**src/rtl/fetch_queue.sv**
```systemverilog
// Instruction fetch stage: owns the fetch PC, issues one request at a time to a
// variable-latency instruction memory and buffers {pc, word} pairs for decode.
module fetch_queue #(
    parameter int          DEPTH    = 4,
    parameter logic [31:0] RESET_PC = 32'h0000_0000
) (
    input  logic                         clk,
    input  logic                         reset,
    input  logic                         pause,
    input  logic                         redirect,
    input  logic [31:0]                  redirect_pc,
    output logic                         imem_req,
    output logic [31:0]                  imem_addr,
    input  logic                         imem_rvalid,
    input  logic [31:0]                  imem_rdata,
    output logic                         inst_valid,
    input  logic                         inst_ready,
    output logic [31:0]                  instruction,
    output logic [31:0]                  inst_pc,
    output logic [$clog2(DEPTH+1)-1:0]   count
);

    localparam int CW = $clog2(DEPTH + 1);
    localparam int PW = $clog2(DEPTH);
    localparam logic [CW-1:0] FULL = CW'(DEPTH);

    typedef enum logic [1:0] {
        IDLE = 2'd0,
        WAIT = 2'd1,
        DROP = 2'd2
    } state_t;

    state_t        state;
    logic [31:0]   fetch_pc;
    logic [PW-1:0] head;
    logic [PW-1:0] tail;
    logic [31:0]   word_mem [DEPTH];
    logic [31:0]   pc_mem   [DEPTH];
    logic          push;
    logic          pop;

    // A redirect cancels both the push of a same-cycle response and any pop.
    assign push        = (state == WAIT) && imem_rvalid && !redirect;
    assign inst_valid  = (count != '0) && !pause;
    assign pop         = inst_valid && inst_ready && !redirect;
    assign instruction = (count != '0) ? word_mem[head] : 32'h0;
    assign inst_pc     = (count != '0) ? pc_mem[head]   : 32'h0;

    always_ff @(posedge clk) begin
        if (push) begin
            word_mem[tail] <= imem_rdata;
            pc_mem[tail]   <= fetch_pc;
        end
    end

    always_ff @(posedge clk) begin
        if (reset) begin
            state     <= IDLE;
            fetch_pc  <= RESET_PC;
            imem_req  <= 1'b0;
            imem_addr <= RESET_PC;
            count     <= '0;
            head      <= '0;
            tail      <= '0;
        end else begin
            if (redirect) begin
                count    <= '0;
                head     <= '0;
                tail     <= '0;
                fetch_pc <= redirect_pc & ~32'h3;
            end else begin
                if (push) begin
                    tail     <= tail + PW'(1);
                    fetch_pc <= fetch_pc + 32'd4;
                end
                if (pop) head <= head + PW'(1);
                if (push && !pop) count <= count + CW'(1);
                else if (!push && pop) count <= count - CW'(1);
            end

            // Space is checked only at issue; count cannot grow while a request is in flight.
            case (state)
                IDLE: begin
                    if (!pause && (count < FULL) && !redirect) begin
                        imem_req  <= 1'b1;
                        imem_addr <= fetch_pc;
                        state     <= WAIT;
                    end
                end
                WAIT: begin
                    if (imem_rvalid) begin
                        imem_req <= 1'b0;
                        state    <= IDLE;
                    end else if (redirect) begin
                        state <= DROP;
                    end
                end
                DROP: begin
                    if (imem_rvalid) begin
                        imem_req <= 1'b0;
                        state    <= IDLE;
                    end
                end
                default: begin
                    imem_req <= 1'b0;
                    state    <= IDLE;
                end
            endcase
        end
    end

endmodule

```
**config.mk**
```make
export PLATFORM = sky130hd
export DESIGN_NAME = fetch_queue
export DESIGN_NICKNAME = d
export VERILOG_FILES = /design/src/rtl/fetch_queue.sv
export SDC_FILE = /design/constraint.sdc
export NUM_CORES = 1
export LEC_CHECK = 0
export CORE_ASPECT_RATIO = 0.75
export CORE_MARGIN = 1.5
export CORE_UTILIZATION = 59
export DETAILED_ROUTE_END_ITERATION = 12
export PLACE_DENSITY = 0.94
export SLEW_MARGIN = 20
export SYNTH_ARGS = -nofsm -noshare
export SYNTH_HDL_FRONTEND = slang
export SYNTH_SLANG_ARGS = --single-unit
```
**constraint.sdc**
```tcl
create_clock -name clk -period 5.1 [get_ports clk]
set_input_delay 1.02 -clock clk [delete_from_list [all_inputs] [get_ports clk]]
set_output_delay 1.02 -clock clk [all_outputs]
set_load 0.005 [all_outputs]
```
* Yosys cells after proc, flatten, opt, wreduce, memory -nomap -nowiden
Memories as Yosys holds them, arrays and structs flattened. A register that Yosys moved wholly into a read port is not among the register bits. Cells that the tools add are included.
Word-level totals: output and inout port bits 101, input bits 70, bits in read-only memories 0, bits in writable memories 256, memories 2, bits in registers 74, bits in latches 0, logic and storage cells 64
Memory list:
- pc_mem | words 4, width 32, rd ports 1, clocked after memory_dff 1, wr ports 1, RTL line 38 | logic [31:0] pc_mem [DEPTH];
- word_mem | words 4, width 32, rd ports 1, clocked after memory_dff 1, wr ports 1, RTL line 37 | logic [31:0] word_mem [DEPTH];
Operators by class: bitwise operators 0, multipliers 0, add/subtract/negate cells 5, equal/unequal tests 6, $lt $le $gt $ge 1, reductions and logical operators 22, shift-type cells 0, divide/modulo/power cells 0, muxes and demuxes 20
Operators by type and width (number):
- two-way mux 32 bit | 4
- adder 32 x 3 -> 32 bit (second input constant) | 1
- two-way mux 2 bit | 8
- logical AND 1 bit | 9
- two-way mux 3 bit | 2
- one-hot mux 2 bit (3 select lines) | 1
- adder 2 x 1 -> 2 bit (second input constant) | 2
- logical NOT 1 bit | 4
- two-way mux 1 bit | 4
- != test 2 bit (second input constant) | 2
- AND reduction 2 bit | 2
- nonzero test 2 bit | 2
- OR reduction 2 bit | 2
- adder 3 x 1 -> 3 bit (second input constant) | 1
- < comparator 3 bit (second input constant) | 1
- != test 3 bit (second input constant) | 1
- AND reduction 3 bit | 1
- nonzero test 3 bit | 1
- subtractor 3 x 1 -> 3 bit (second input constant) | 1
- == test 2 x 1 -> 1 bit (second input constant) | 1
- == test 2 bit (second input constant) | 1
- logical NOT 2 bit | 1
- != test 2 x 1 -> 1 bit (second input constant) | 1
- one-hot mux 1 bit (2 select lines) | 1

* Longest topological paths before layout
word-level depth 7, depth in mapped cells 10, depth with buffers taken out 10

* Worst setup path before layout
Ideal clock, no wire load.
path kind input to register, start in redirect, end mem pc_mem[0][10] (enable), setup slack 1.674 ns, data required time 4.673 ns, buffers on the path 1, setup time 0.427 ns, arrival 2.999 ns, stages 5, cells stage by stage buf_2 -> inv_1 -> nand3_1 -> inv_1 -> and2_1
On the way: cells in the longest elaborated chain, start to end 4
Ends and longest elaborated chain:
- from (decl) | RTL line 10 | input logic redirect,
- logical NOT 1 bit | RTL line 43 | assign push = (state == WAIT) && imem_rvalid && !redirect;
- logical AND 1 bit | RTL line 43
- net push | RTL line 39 | logic push;
- two-way mux 1 bit | RTL line 50 | if (push) begin
- two-way mux 1 bit (implied by the code) | RTL line 52 | pc_mem[tail] <= fetch_pc;
- to (decl) | RTL line 38
The timed path passes the listed nets, and every way through them passes these cells.

==> flow_metrics.py <==
metrics = {
    "layout": {
        "antenna_cells": 0,
        "multi_input_area_mm2": 0.00374,
        "layout.cells.most_common": "edfxtp_1",
        "area_growth_pct": 22.8,
        "finalNetCount": 1074,
        "final_core_util_pct": 74.4,
        "layout_common_cells": "edfxtp_1 (248), clkdlybuf4s50_1 (163), nand2_1 (85)",
        "nFillCells": 1253,
        "drive_above_1_share_pct": 13.6,
        "seqCellArea_mm2": 0.00889,
    },
    "power": {
        "power_w": 0.00542,
        "swShare_pct": 20.1,
        "switching_power_w": 0.00109,
        "power_frac_seq_pct": 53.6,
        "power.leakage_nw": 5.07,
        "p_per_area_mw_per_mm2": 342,
        "p_clk_share_pct": 41.9,
        "internal_power_w": 0.00433,
        "p_comb_share_pct": 4.5,
        "irDropWorstVdd_uv": 252,
    },
    "yosys": {
        "syn_area_mm2": 0.0129,
        "synth_edf_count": 248,
        "ys_types": 56,
        "yosys.area.top_type_share_pct": 57.7,
        "ys_ff_latch": 320,
        "synth_top_cell_by_area": "edfxtp_1",
        "async_flop_share_pct": 0,
        "synth_ff_type": "edfxtp_1",
        "syn_area_per_cell_um2": 15.4,
        "synthTopCellsByArea": "edfxtp_1 (58%), dfxtp_1 (11%), mux4_2 (11%)",
        "synth-seq-area-share_pct": 68.9,
        "ys_warn_count": 0,
        "synth_cells": 837,
    },
    "sta": {
        "tightest_slew_ns": 1.04,
        "fin_worst_skew_ns": 0.0112,
        "relSlewSlack_pct": 30.5,
        "report.final.slew_viol_count": 0,
        "fin_ws_ns": 1.18,
        "rsz0062_at_grt": "no",
        "finalHoldViolCount": 0,
        "finalSetupTns_ns": 0,
        "max_freq_ghz": 0.255,
        "whs_ns": 0.456,
        "finalSetupViolCount": 0,
        "period_share_pct": 76.8,
        "min_period_ns": 3.92,
    },
    "global_routing": {
        "grt_pass1_vias": 8022,
        "antenna_found_initial": 0,
        "grt_pass1_wl_mm": 44.5,
        "grt_usage_pct": 25.6,
        "grt_max_degree": 57,
        "grt_overflow": 0,
    },
    "floorplanning": {
        "start_util_pct": 60.6,
        "die-area_mm2": 0.0228,
        "die-height_um": 131,
        "ioPinCount": 171,
        "die_w_um": 174,
        "rows": 46,
        "core_area_mm2": 0.0213,
    },
    "clock_tree": {
        "ctsResizeCount": 0,
        "cts_tree": "done",
        "root_buffer": "clkbuf_16",
        "cts_made_buffers": 30,
        "cts_hold_buf": 0,
        "clk_latency_ns": 0.54,
        "postCtsSetupRepairBufs": 0,
        "clk_pin_slew_ns": 0.06,
        "clockBufferDepth": 3,
        "clock-sinks": 320,
        "h-tree-depth": 1,
    },
    "place": {
        "numPortBuffers": 164,
        "place.gp.congestion": 0.935,
        "dpl.hpwl_mm": 17.8,
        "place_ws_ns": 1.43,
    },
    "routing": {
        "wl_per_cell_um": 22.5,
        "first_pass_iters": 6,
        "drt_iter0_markers": 1085,
        "final_antenna_net_count": 0,
        "vias_per_cell": 6.24,
        "vias": 8153,
        "drc": 0,
        "drt-total-wl_mm": 29.4,
    },
    "worst_setup_path": {
        "crit_path_max_fanout": 33,
        "arrival_ns": 2.90,
        "worstPathRequired_ns": 4.08,
        "critPathKind": "reg -> out",
        "end_kind": "output pin",
        "crit_path_start_kind": "register",
    },
    "job": {
        "cap_viol_max_count": 0,
    },
    "min_path": {
        "worstHoldPathType": "reg -> reg",
    },
    "run_status": {
        "status": "finished, final reports clean",
    },
}
## power groups by stage
stage	Combinational, W	Sequential, W	Clock [W]
2_1_floorplan	0.000113	0.00293	0
6_report	0.000244	0.00291	0.00227
4_1_cts	0.000242	0.00290	0.00229
3_5_place_dp	0.000239	0.00296	0
5_1_grt	0.000261	0.00291	0.00239
3_3_place_gp	0.000230	0.00295	0
## metrics by stage
stage,cells,area [um2]
6_report,1306,15800
5_1_grt,1306,15800
4_1_cts,1306,15800
3_5_place_dp,1250,14800
3_3_place_gp,1250,14800
2_1_floorplan,840,12900
## layer usage
metal  up-vias  share of wire, %  global-route usage, %
met1      4022                40                   36.6
met4         0               3.3                   9.23
li1       3526                 -                      -
met2       518                47                   41.1
met5         -                 0                      0
met3        87               9.5                   3.59
## path summary, 6_finish.rpt
kind,end,from,depth (start not counted),slack (ns)
worst max-delay path,inst_pc[6],register,4,1.18
worst min-delay path,imem_addr[27],imem_addr[27],2,0.46
worst min register to register,imem_addr[27],imem_addr[27],2,0.46
worst max register to register,word_mem[0][16],state[1],6,2.42
## final cells by class
cell class,count,share of cell area (%)
flip-flops and latches,320,56.2
multi-input cells,454,23.6
repair buffers,176,11.1
clock buffers,46,5.90
well taps,288,2.28
clock inverters,10,0.632
inverters,12,0.284
## logic make-up after synthesis
| logic type | Yosys count | share of synthesized area [%] |
|---|---|---|
| compound gates | 97 | 4.92 |
| xor+xnor | 16 | 1.09 |
| fa+ha+maj | 10 | 1.03 |
| buf+inv | 66 | 2.23 |
| flops | 320 | 68.9 |
| mux | 64 | 11.0 |
| other cells | 1 | 0.0291 |
| simple gates | 263 | 10.8 |
## synthesized netlist by cell type (4+ instances only)
| cell type | n |
|---|---|
| dfxtp_1 | 72 |
| nor2_1 | 25 |
| buf_2 | 10 |
| a211oi_1 | 12 |
| and2_1 | 68 |
| inv_1 | 12 |
| or4_1 | 4 |
| nor3_1 | 8 |
| a21oi_1 | 40 |
| ha_1 | 9 |
| and3_1 | 8 |
| nand2_1 | 85 |
| o21ai_0 | 13 |
| edfxtp_1 | 248 |
| or3_1 | 5 |
| mux4_2 | 62 |
| buf_4 | 7 |
| nor4_1 | 8 |
| a311oi_1 | 9 |
| nand3_1 | 15 |
| o31ai_1 | 5 |
| clkbuf_1 | 36 |
| nand4_1 | 15 |
| xnor2_1 | 8 |
| xor2_1 | 8 |
| and4_1 | 5 |
| nor2b_1 | 4 |
## flip-flops by register name (all words and copies together) (netlist names), named ones only
name and cells:
imem_req 1, pc_mem 120, count 3, word_mem 128, tail 2, state 2
imem_addr 30, fetch_pc 30, head 2
## worst max-delay path, stage by stage (launching register included)
cell	delay (ns)
dfxtp_2	0.94
buf_4	0.41
mux4_2	0.33
and2_1	0.17
clkdlybuf4s50_1	0.49
Note: power is estimated with default switching activity, not from simulation.
